## config.mk

```make
export PLATFORM = sky130hd
export DESIGN_NAME = if_id_buf_flat
export DESIGN_NICKNAME = d
export VERILOG_FILES = /design/src/rtl/if_id_buf_if.sv /design/src/rtl/if_id_buf.sv /design/src/flat_wrapper.sv
export SDC_FILE = /design/constraint.sdc
export NUM_CORES = 1
export LEC_CHECK = 0
export ABC_CLOCK_PERIOD_IN_PS = 2150
export BUFFER_PORTS_ARGS = -buffer_cell sky130_fd_sc_hd__buf_2
export CELL_PAD_IN_SITES_DETAIL_PLACEMENT = 1
export CELL_PAD_IN_SITES_GLOBAL_PLACEMENT = 2
export CORE_MARGIN = 1.5
export CORE_UTILIZATION = 37
export CTS_CLUSTER_SIZE = 28
export DETAILED_ROUTE_END_ITERATION = 10
export HOLD_SLACK_MARGIN = 0.12
export PLACE_DENSITY = 0.81
export RECOVER_POWER = 50
export SLEW_MARGIN = 20
export SYNTH_ARGS = -nofsm -noshare
export SYNTH_HDL_FRONTEND = slang
export SYNTH_SLANG_ARGS = --single-unit
export TNS_END_PERCENT = 5
```

## constraint.sdc

```tcl
create_clock -name clk -period 2.15 [get_ports clk]
set_input_delay 0.1075 -clock clk [delete_from_list [all_inputs] [get_ports clk]]
set_output_delay 0.1075 -clock clk [all_outputs]
set_load 0.03 [all_outputs]
```

## src/rtl/if_id_buf_if.sv

```systemverilog
// Fetch-to-decode handshake bundle for the IF/ID stage register.
// master = fetch/decode side, slave = the if_id_buf itself.
interface if_id_buf_if #(
    parameter int unsigned ADDR_W = 32,
    parameter int unsigned INST_W = 32
);
    logic              if_valid;
    logic [ADDR_W-1:0] if_pc;
    logic [INST_W-1:0] if_inst;
    logic              if_ready;
    logic              stall;
    logic              flush;
    logic              id_valid;
    logic [ADDR_W-1:0] id_pc;
    logic [INST_W-1:0] id_inst;

    modport master (
        output if_valid, if_pc, if_inst, stall, flush,
        input  if_ready, id_valid, id_pc, id_inst
    );

    modport slave (
        input  if_valid, if_pc, if_inst, stall, flush,
        output if_ready, id_valid, id_pc, id_inst
    );
endinterface

```

## src/rtl/if_id_buf.sv

```systemverilog
// IF/ID stage register with valid/ready toward fetch, stall hold, flush/bubble insertion
// and a DEPTH-entry in-order skid buffer that catches fetch returns while decode stalls.
module if_id_buf #(
    parameter int unsigned        ADDR_W   = 32,
    parameter int unsigned        INST_W   = 32,
    parameter int unsigned        DEPTH    = 2,
    parameter logic [INST_W-1:0]  NOP_INST = '0,
    localparam int unsigned       PTR_W    = $clog2(DEPTH),
    localparam int unsigned       CNT_W    = PTR_W + 1
) (
    input  logic             clk,
    input  logic             rst,
    if_id_buf_if.slave       bus,
    output logic [CNT_W-1:0] buf_count,
    output logic [15:0]      stall_cnt
);

    localparam logic [CNT_W-1:0] DepthCnt = CNT_W'(DEPTH);

    logic              id_valid_q, id_valid_d;
    logic [ADDR_W-1:0] id_pc_q, id_pc_d;
    logic [INST_W-1:0] id_inst_q, id_inst_d;
    logic [PTR_W-1:0]  wr_ptr_q, wr_ptr_d;
    logic [PTR_W-1:0]  rd_ptr_q, rd_ptr_d;
    logic [CNT_W-1:0]  count_q, count_d;
    logic [15:0]       stall_cnt_q, stall_cnt_d;
    logic [ADDR_W-1:0] buf_pc_q [DEPTH];
    logic [ADDR_W-1:0] buf_pc_d [DEPTH];
    logic [INST_W-1:0] buf_inst_q [DEPTH];
    logic [INST_W-1:0] buf_inst_d [DEPTH];

    logic ready;
    logic accept;
    logic push;
    logic pop;

    // Ready is a pure function of registered occupancy, so no stall/flush path reaches fetch.
    assign ready  = (count_q < DepthCnt);
    assign accept = bus.if_valid && ready;

    always_comb begin
        id_valid_d  = id_valid_q;
        id_pc_d     = id_pc_q;
        id_inst_d   = id_inst_q;
        wr_ptr_d    = wr_ptr_q;
        rd_ptr_d    = rd_ptr_q;
        count_d     = count_q;
        stall_cnt_d = stall_cnt_q;
        buf_pc_d    = buf_pc_q;
        buf_inst_d  = buf_inst_q;
        push        = 1'b0;
        pop         = 1'b0;

        if (bus.flush) begin
            id_valid_d = 1'b0;
            id_pc_d    = '0;
            id_inst_d  = NOP_INST;
        end else if (bus.stall) begin
            push = accept;
        end else if (count_q != '0) begin
            id_valid_d = 1'b1;
            id_pc_d    = buf_pc_q[rd_ptr_q];
            id_inst_d  = buf_inst_q[rd_ptr_q];
            pop        = 1'b1;
            push       = accept;
        end else if (accept) begin
            id_valid_d = 1'b1;
            id_pc_d    = bus.if_pc;
            id_inst_d  = bus.if_inst;
        end else begin
            id_valid_d = 1'b0;
            id_pc_d    = '0;
            id_inst_d  = NOP_INST;
        end

        if (push) begin
            buf_pc_d[wr_ptr_q]   = bus.if_pc;
            buf_inst_d[wr_ptr_q] = bus.if_inst;
            wr_ptr_d             = wr_ptr_q + 1'b1;
        end
        if (pop) begin
            rd_ptr_d = rd_ptr_q + 1'b1;
        end
        count_d = count_q + CNT_W'(push) - CNT_W'(pop);

        // Flush empties the buffer and realigns both pointers; the offered input is dropped.
        if (bus.flush) begin
            count_d  = '0;
            wr_ptr_d = '0;
            rd_ptr_d = '0;
        end

        if (bus.stall && id_valid_q && !bus.flush && (stall_cnt_q != 16'hFFFF)) begin
            stall_cnt_d = stall_cnt_q + 16'd1;
        end
    end

    always_ff @(posedge clk or negedge rst) begin
        if (!rst) begin
            id_valid_q  <= 1'b0;
            id_pc_q     <= '0;
            id_inst_q   <= NOP_INST;
            wr_ptr_q    <= '0;
            rd_ptr_q    <= '0;
            count_q     <= '0;
            stall_cnt_q <= '0;
            buf_pc_q    <= '{default: '0};
            buf_inst_q  <= '{default: '0};
        end else begin
            id_valid_q  <= id_valid_d;
            id_pc_q     <= id_pc_d;
            id_inst_q   <= id_inst_d;
            wr_ptr_q    <= wr_ptr_d;
            rd_ptr_q    <= rd_ptr_d;
            count_q     <= count_d;
            stall_cnt_q <= stall_cnt_d;
            buf_pc_q    <= buf_pc_d;
            buf_inst_q  <= buf_inst_d;
        end
    end

    assign bus.if_ready = ready;
    assign bus.id_valid = id_valid_q;
    assign bus.id_pc    = id_pc_q;
    assign bus.id_inst  = id_inst_q;
    assign buf_count    = count_q;
    assign stall_cnt    = stall_cnt_q;

endmodule
```

## src/flat_wrapper.sv

```systemverilog
// flat-port wrapper written by rule: the top's interface ports become plain ports
module if_id_buf_flat 
#(
    parameter int unsigned        ADDR_W   = 32,
    parameter int unsigned        INST_W   = 32,
    parameter int unsigned        DEPTH    = 2,
    parameter logic [INST_W-1:0]  NOP_INST = '0,
    localparam int unsigned       PTR_W    = $clog2(DEPTH),
    localparam int unsigned       CNT_W    = PTR_W + 1
)
  (clk, rst, buf_count, stall_cnt, bus_if_valid, bus_if_pc, bus_if_inst, bus_stall, bus_flush, bus_if_ready, bus_id_valid, bus_id_pc, bus_id_inst);
  if_id_buf_if #(.ADDR_W(ADDR_W), .INST_W(INST_W)) bus_i ();
  input  logic clk;
  input  logic rst;
  output logic [CNT_W-1:0] buf_count;
  output logic [15:0] stall_cnt;
  input wire logic [$bits(bus_i.if_valid)-1:0] bus_if_valid;
  input wire logic [$bits(bus_i.if_pc)-1:0] bus_if_pc;
  input wire logic [$bits(bus_i.if_inst)-1:0] bus_if_inst;
  input wire logic [$bits(bus_i.stall)-1:0] bus_stall;
  input wire logic [$bits(bus_i.flush)-1:0] bus_flush;
  output wire logic [$bits(bus_i.if_ready)-1:0] bus_if_ready;
  output wire logic [$bits(bus_i.id_valid)-1:0] bus_id_valid;
  output wire logic [$bits(bus_i.id_pc)-1:0] bus_id_pc;
  output wire logic [$bits(bus_i.id_inst)-1:0] bus_id_inst;
  assign bus_i.if_valid = bus_if_valid;
  assign bus_i.if_pc = bus_if_pc;
  assign bus_i.if_inst = bus_if_inst;
  assign bus_i.stall = bus_stall;
  assign bus_i.flush = bus_flush;
  assign bus_if_ready = bus_i.if_ready;
  assign bus_id_valid = bus_i.id_valid;
  assign bus_id_pc = bus_i.id_pc;
  assign bus_id_inst = bus_i.id_inst;
  if_id_buf #(.ADDR_W(ADDR_W), .INST_W(INST_W), .DEPTH(DEPTH), .NOP_INST(NOP_INST)) u_core (.clk(clk), .rst(rst), .bus(bus_i), .buf_count(buf_count), .stall_cnt(stall_cnt));
endmodule
```

---- Word-level counts from Yosys, hierarchy flattened ----
Index checks and enable logic that the tools add are counted.
Widths: inputs -> output; s select.
word-level totals
  flip-flop bits (word level) ............. 213
  input port bits ......................... 69
  output and inout bits ................... 84
  logic and storage cells ................. 66
operators by class
  $add $sub $neg .......................... 5
  magnitude comparators ................... 4
  equal/unequal tests ..................... 2
  muxes and demuxes ....................... 33
  bitwise logic cells ..................... 2
  reduce and logical (&&, ||, !) cells .... 9
operators by type and width
  operator               count
  $mux 32                15
  $bwmux 64              2
  $demux 32 s1           1
  $add 16x1->16 const B  1
  $ne 16x16->1 const B   1
  $mux 1                 14
  $reduce_bool 2->1      3
  $logic_and 1x1->1      5
  $ge 2x2->1 const B     2
  $not 1->2              2
  $add 1x1->1 const B    2
  $add 2x1->2            1
  $lt 2x1->1 const B     1
  $lt 2x2->1 const B     1
  $mux 2                 1
  $ne 2x1->1 const B     1
  $sub 2x1->2            1
  $logic_not 1->1        1

---- Logic depth before layout (Yosys ltp) ----
  word-level depth ........................ 8
  gate-level depth with buffers ........... 9
  depth with buffers taken out ............ 7

---- Worst setup path after synthesis ----
No wires, ideal clock.
  path type ............................... flip-flop to flip-flop
  start ................................... register u_core.count_q[0], in the netlist u_core.buf_count[0]
  end ..................................... register u_core.count_q[0], in the netlist u_core.buf_count[0]
  setup time .............................. 0.123 ns
  arrival time ............................ 1.972 ns
  data required time ...................... 2.027 ns
  slack ................................... 0.055 ns
  stages on the path, launching flop included .. 9
  path buffers ............................ 2
  period minus slack after synthesis ...... 2.095 ns
  cells stage by stage .................... dfrtp_1 -> nor2_1 -> buf_2 -> clkbuf_1 -> nor3_1 -> ha_1 -> inv_1 -> ha_1 -> nor2b_1
between the ends
  word-level cells in the longest chain between the ends .. 8
  elaborated cells between the ends (all ways) .. 12
  those cells by class .................... 2 x add/sub; 1 x order compare; 7 x mux; 2 x reduce/logical
RTL lines
  what                         line              RTL
  from (decl)                  if_id_buf.sv:25   logic [CNT_W-1:0] count_q, count_d;
  from (signal assigned)       if_id_buf.sv:115  count_q <= count_d;
  $lt 2x2->1                   if_id_buf.sv:38   assign ready = (count_q < DepthCnt);
  $logic_and 1x1->1            if_id_buf.sv:39   assign accept = bus.if_valid && ready;
  $mux 1                       if_id_buf.sv:60   end else if (count_q != '0) begin
  $mux 1                       if_id_buf.sv:58   end else if (bus.stall) begin
  $mux 1                       if_id_buf.sv:54   if (bus.flush) begin
  $add 2x1->2                  if_id_buf.sv:84   count_d = count_q + CNT_W'(push) - CNT_W'(pop);
  $sub 2x1->2 *                if_id_buf.sv:84
  $mux 2 *                     if_id_buf.sv:87   if (bus.flush) begin
  named net u_core.count_d[0]  if_id_buf.sv:25
The timed path passes the listed nets; every way through them passes the cells marked *.
A chain may end at the register's enable or synchronous reset.

---- Final worst setup path ----
  start ................................... register u_core.count_q[1], in the netlist u_core.buf_count[1]
  end ..................................... register u_core.buf_pc_q[26] (netlist bit)
between the ends
  word-level cells in the longest chain between the ends .. 5
  elaborated cells between the ends (all ways) .. 6
  those cells by class .................... 1 x order compare; 3 x mux; 2 x reduce/logical
RTL lines
  what                  line              RTL
  $lt 2x2->1            if_id_buf.sv:38
  $logic_and 1x1->1     if_id_buf.sv:39
  $mux 1                if_id_buf.sv:60
  $mux 1 *              if_id_buf.sv:58
  $mux 1 *              if_id_buf.sv:54
  to (signal assigned)  if_id_buf.sv:117  buf_pc_q <= buf_pc_d;
  to (decl)             if_id_buf.sv:27   logic [ADDR_W-1:0] buf_pc_q [DEPTH];
Mark *: on every way between the ends. The rest lies on a longest branch, timed or not.

==> impl_results.html <==
<table>
<tr><th>Metric</th><th>Value</th></tr>
<tr><th colspan="2">Run status</th></tr>
<tr><td>Outcome</td><td>finished clean</td></tr>
<tr><th colspan="2">Yosys</th></tr>
<tr><td>Most used DFF post-synth</td><td>sky130_fd_sc_hd__dfrtp_1</td></tr>
<tr><td>Number of flops mapped to enable cells by yosys</td><td>0</td></tr>
<tr><td>Sequential area share after synthesis</td><td>0.567</td></tr>
<tr><td>Instance count of the mapped netlist</td><td>790</td></tr>
<tr><td>Flops &amp; latches, synth</td><td>213</td></tr>
<tr><td>Count of distinct cell types in the synthesized netlist</td><td>35</td></tr>
<tr><td>Ys async rst share</td><td>1.00</td></tr>
<tr><td>Synth Warn #</td><td>0</td></tr>
<tr><td>Post-synthesis instance area</td><td>9410 um2</td></tr>
<tr><td>Mean area per synthesized cell</td><td>11.9 um2</td></tr>
<tr><td>Total nets after synthesis</td><td>862</td></tr>
<tr><th colspan="2">Clock tree</th></tr>
<tr><td>Clock tree from TritonCTS</td><td>done</td></tr>
<tr><td>Later-pin clock latency in the skew report</td><td>510 ps</td></tr>
<tr><td>Maximum number of buffers from clock root to sink</td><td>3</td></tr>
<tr><td>H-tree depth</td><td>1</td></tr>
<tr><td>Post-CTS Hold Fix Bufs</td><td>70</td></tr>
<tr><td>Clock transition at the register clock pins on the worst setup and hold paths after CTS</td><td>60 ps</td></tr>
<tr><td>Post-cts gate resize count</td><td>0</td></tr>
<tr><td>Setup fix buffers added after clock tree synthesis</td><td>0</td></tr>
<tr><td>Sink Count</td><td>213</td></tr>
<tr><td>CTS buffer count</td><td>25</td></tr>
<tr><td>Library cell used as clock root buffer</td><td>sky130_fd_sc_hd__clkbuf_16</td></tr>
<tr><th colspan="2">Drt</th></tr>
<tr><td>Routed wire length</td><td>23200 um</td></tr>
<tr><td>Vias after detailed routing</td><td>6740</td></tr>
<tr><td>Vias per inst</td><td>4.97</td></tr>
<tr><td>Number of violations reported at the end of detailed-routing iteration 0</td><td>329</td></tr>
<tr><td>Wirelength per Cell</td><td>17.1 um</td></tr>
<tr><td>Post-detailed-route count of antenna-violating nets</td><td>0</td></tr>
<tr><td>Total iterations of the first detailed-routing run</td><td>4</td></tr>
<tr><td>DRC</td><td>0</td></tr>
<tr><th colspan="2">STA</th></tr>
<tr><td>Setup-violating endpoint count in the final report</td><td>0</td></tr>
<tr><td>Worst Hold Slack</td><td>392 ps</td></tr>
<tr><td>Period minus WS final</td><td>1930 ps</td></tr>
<tr><td>Final setup TNS</td><td>0 ps</td></tr>
<tr><td>Worst Max-Slew Pin Slew</td><td>1140 ps</td></tr>
<tr><td>Clock tree skew after final layout</td><td>14.7 ps</td></tr>
<tr><td>Peak Freq</td><td>519 MHz</td></tr>
<tr><td>Hold Vio Cnt, Final</td><td>0</td></tr>
<tr><td>Setup repair after global routing missed its margin</td><td>false</td></tr>
<tr><td>Headroom to the max-slew limit</td><td>0.242</td></tr>
<tr><td>Final period utilization</td><td>0.897</td></tr>
<tr><td>Worst setup margin</td><td>222 ps</td></tr>
<tr><td>Fin. max-slew vios</td><td>0</td></tr>
<tr><th colspan="2">Final layout</th></tr>
<tr><td>Layout cells sized above 1</td><td>0.279</td></tr>
<tr><td>Area growth from synthesis to final layout</td><td>29.0%</td></tr>
<tr><td>Post-route non-filler standard cell count</td><td>1357</td></tr>
<tr><td>Total Nets Final</td><td>1082</td></tr>
<tr><td>Inserted Diodes</td><td>0</td></tr>
<tr><th colspan="2">Worst setup path</th></tr>
<tr><td>Kind of critical path</td><td>flip-flop to flip-flop</td></tr>
<tr><td>R2R cell count</td><td>5</td></tr>
<tr><td>Data required, critical path</td><td>2530 ps</td></tr>
<tr><td>Kind of launch point of the worst setup path</td><td>flip-flop</td></tr>
<tr><td>Arrival time of data at the critical path endpoint</td><td>2310 ps</td></tr>
<tr><td>Peak fanout along the critical path</td><td>39</td></tr>
<tr><td>Critical path capture point type</td><td>flip-flop</td></tr>
<tr><td>CP startpoint</td><td>u_core.buf_count[1]$_DFF_PN0_</td></tr>
<tr><td>Endpoint of the lowest-slack register-to-register path</td><td>u_core.buf_pc_q[26]$_DFFE_PN0P_</td></tr>
<tr><td>Reg-to-reg critical path startpoint</td><td>u_core.buf_count[1]$_DFF_PN0_</td></tr>
<tr><td>Worst reg2reg setup slack</td><td>220 ps</td></tr>
<tr><th colspan="2">Place</th></tr>
<tr><td>DPL Wire Length</td><td>14100 um</td></tr>
<tr><td>Quantity of I/O buffers inserted on ports</td><td>152</td></tr>
<tr><td>Placer congestion estimate</td><td>0.688</td></tr>
<tr><td>Placed insts</td><td>1243</td></tr>
<tr><td>Post-placement worst setup slack</td><td>223 ps</td></tr>
<tr><th colspan="2">Power</th></tr>
<tr><td>Power after layout</td><td>13.7 mW</td></tr>
<tr><td>Static power due to leakage</td><td>5.27 nW</td></tr>
<tr><td>Power per standard cell area</td><td>1130 nW/um2</td></tr>
<tr><td>Largest voltage drop on the vdd net</td><td>0.000476 V</td></tr>
<tr><th colspan="2">Job</th></tr>
<tr><td>Max-Cap Viols</td><td>0</td></tr>
<tr><th colspan="2">Global routing</th></tr>
<tr><td>Gr ovfl total</td><td>0</td></tr>
<tr><td>Highest-utilization routing layer at the global route stage</td><td>met2</td></tr>
<tr><td>Pin count of the biggest net entering global routing</td><td>75</td></tr>
<tr><td>Global-route wire length before repair</td><td>38500 um</td></tr>
<tr><td>GR met2 Demand/Resource</td><td>0.296</td></tr>
<tr><td>Initial antenna violation count</td><td>0</td></tr>
<tr><td>Met3 demand-to-capacity share in global routing</td><td>0.0290</td></tr>
<tr><td>Met1 demand-to-capacity share in global routing</td><td>0.254</td></tr>
<tr><td>Number of global-route vias before repair</td><td>7184</td></tr>
<tr><td>Global-route usage over all layers</td><td>0.181</td></tr>
<tr><th colspan="2">Die</th></tr>
<tr><td>IO Pins</td><td>153</td></tr>
<tr><td>Die outline area</td><td>26400 um2</td></tr>
<tr><td>Initial core utilization</td><td>0.376</td></tr>
<tr><td>Die Ht</td><td>162 um</td></tr>
<tr><td>Core outline area</td><td>25000 um2</td></tr>
<tr><td>Row count</td><td>58</td></tr>
<tr><td>Die width</td><td>162 um</td></tr>
<tr><th colspan="2">Min path</th></tr>
<tr><td>Worst hold-check path type</td><td>primary input to flip-flop</td></tr>
<tr><td>Hold Crit Start</td><td>bus_if_inst[10]</td></tr>
<tr><td>Worst min-delay path endpoint</td><td>u_core.buf_inst_q[10]$_DFFE_PN0P_</td></tr>
<tr><td>Worst Hold Depth</td><td>3</td></tr>
</table>
where the power goes:
group	internal [mW]	switching (mW)
registers	5.21	0.681
clock network	2.94	1.69
logic	1.63	1.61
total	9.77	3.98
sequential cells by signal (all words and copies together) (netlist names):
| register | cells |
|---|---|
| u_core.wr_ptr_q | 1 |
| u_core.bus.id_valid | 1 |
| u_core.rd_ptr_q | 1 |
| u_core.buf_count | 2 |
| u_core.buf_inst_q | 64 |
| u_core.bus.id_inst | 32 |
| u_core.stall_cnt | 16 |
| u_core.buf_pc_q | 64 |
| u_core.bus.id_pc | 32 |
cell usage after synthesis (3+ instances only):
library cell | instances | area [um2]
sky130_fd_sc_hd__xnor2_1 | 6 | 52.6
sky130_fd_sc_hd__a21oi_1 | 65 | 325
sky130_fd_sc_hd__and4_1 | 3 | 26.3
sky130_fd_sc_hd__mux2i_1 | 64 | 641
sky130_fd_sc_hd__inv_1 | 3 | 11.3
sky130_fd_sc_hd__xor2_1 | 10 | 87.6
sky130_fd_sc_hd__mux2_2 | 123 | 1390
sky130_fd_sc_hd__mux2_1 | 6 | 67.6
sky130_fd_sc_hd__clkbuf_1 | 22 | 82.6
sky130_fd_sc_hd__nand3_1 | 4 | 20.0
sky130_fd_sc_hd__o21ai_0 | 67 | 335
sky130_fd_sc_hd__buf_6 | 12 | 135
sky130_fd_sc_hd__nand2_1 | 70 | 263
sky130_fd_sc_hd__buf_4 | 4 | 30.0
sky130_fd_sc_hd__ha_1 | 3 | 37.5
sky130_fd_sc_hd__nand4_1 | 5 | 31.3
sky130_fd_sc_hd__nor3_1 | 6 | 30.0
sky130_fd_sc_hd__dfrtp_1 | 213 | 5330
sky130_fd_sc_hd__buf_2 | 13 | 65.1
sky130_fd_sc_hd__nor2_1 | 71 | 267
worst max-delay path by stage:
stage	slack, ps	to	depth (start not counted)
finish	220	u_core.buf_pc_q[26]$_DFFE_PN0P_	5
global route	90	u_core.bus.id_pc[28]$_DFFE_PN0P_	4
CTS	200	u_core.buf_pc_q[26]$_DFFE_PN0P_	5
detailed placement	220	u_core.buf_inst_q[9]$_DFFE_PN0P_	5
global placement	280	u_core.buf_inst_q[4]$_DFFE_PN0P_	5
floorplan	50	u_core.buf_count[0]$_DFF_PN0_	8
layout by cell type, fill, tap and decap left out, types with 4 or more instances in the layout:
cell type                       synthesis  layout
sky130_fd_sc_hd__dfrtp_1              213     212
sky130_fd_sc_hd__mux2_2               123     123
sky130_fd_sc_hd__buf_2                 13      86
sky130_fd_sc_hd__nor2_1                71      70
sky130_fd_sc_hd__nand2_1               70      70
sky130_fd_sc_hd__dlygate4sd3_1          0      69
sky130_fd_sc_hd__clkbuf_1              22      68
sky130_fd_sc_hd__o21ai_0               67      67
sky130_fd_sc_hd__a21oi_1               65      65
sky130_fd_sc_hd__mux2i_1               64      64
sky130_fd_sc_hd__clkbuf_16              0      25
sky130_fd_sc_hd__buf_12                 0      12
sky130_fd_sc_hd__buf_4                  4      11
sky130_fd_sc_hd__xor2_1                10      10
sky130_fd_sc_hd__nor3_1                 6       6
sky130_fd_sc_hd__xnor2_1                6       6
sky130_fd_sc_hd__mux2_1                 6       6
sky130_fd_sc_hd__clkbuf_8               0       6
sky130_fd_sc_hd__nand4_1                5       5
sky130_fd_sc_hd__bufinv_16              0       5
sky130_fd_sc_hd__nand3_1                4       4
kinds of logic (layout without fill, tap and decap cells):
logic type                 count (synthesis)  count (layout)  share of synthesized area
AOI/OAI and AO/OA                        135             135                     0.0738
xor gates and xnor gates                  16              16                     0.0149
adders and majority gates                  3               3                    0.00399
buffers and inverters                     54             291                     0.0344
DFF                                      213             213                      0.567
muxes                                    193             193                      0.223
and+or+nand+nor                          176             176                     0.0838
layout make-up:
| cell class | instances | area (um2) |
|---|---|---|
| clock buffers | 33 | 716 |
| clock inverters | 11 | 191 |
| fillers | 2776 | 12900 |
| inverters | 3 | 11.3 |
| multi-input cells | 523 | 3770 |
| flip-flops and latches | 213 | 5330 |
| well taps | 330 | 413 |
| repair buffers | 244 | 1690 |
metal layers:
| layer | vias up | part of all wire |
|---|---|---|
| met1 | 3408 | 0.47 |
| met3 | 25 | 0.042 |
| met4 | 0 | 0.014 |
| met5 | - | 0 |
| li1 | 3190 | - |
| met2 | 117 | 0.47 |
stage by stage:
step                instance area, um2   util
floorplan                         9410      -
global placement                 10600  0.424
global route                     12100  0.485
finish                           12100  0.485
CTS                              12200  0.488
detailed placement               10600  0.424
critical path, stage by stage (launching register included):
cell and delay [ps]:
sky130_fd_sc_hd__dfrtp_1 460, sky130_fd_sc_hd__inv_1 140, sky130_fd_sc_hd__o211ai_4 130, sky130_fd_sc_hd__nor3b_2 390, sky130_fd_sc_hd__buf_12 300, sky130_fd_sc_hd__mux2_2 370
Note: power is estimated with default switching activity, not from simulation.
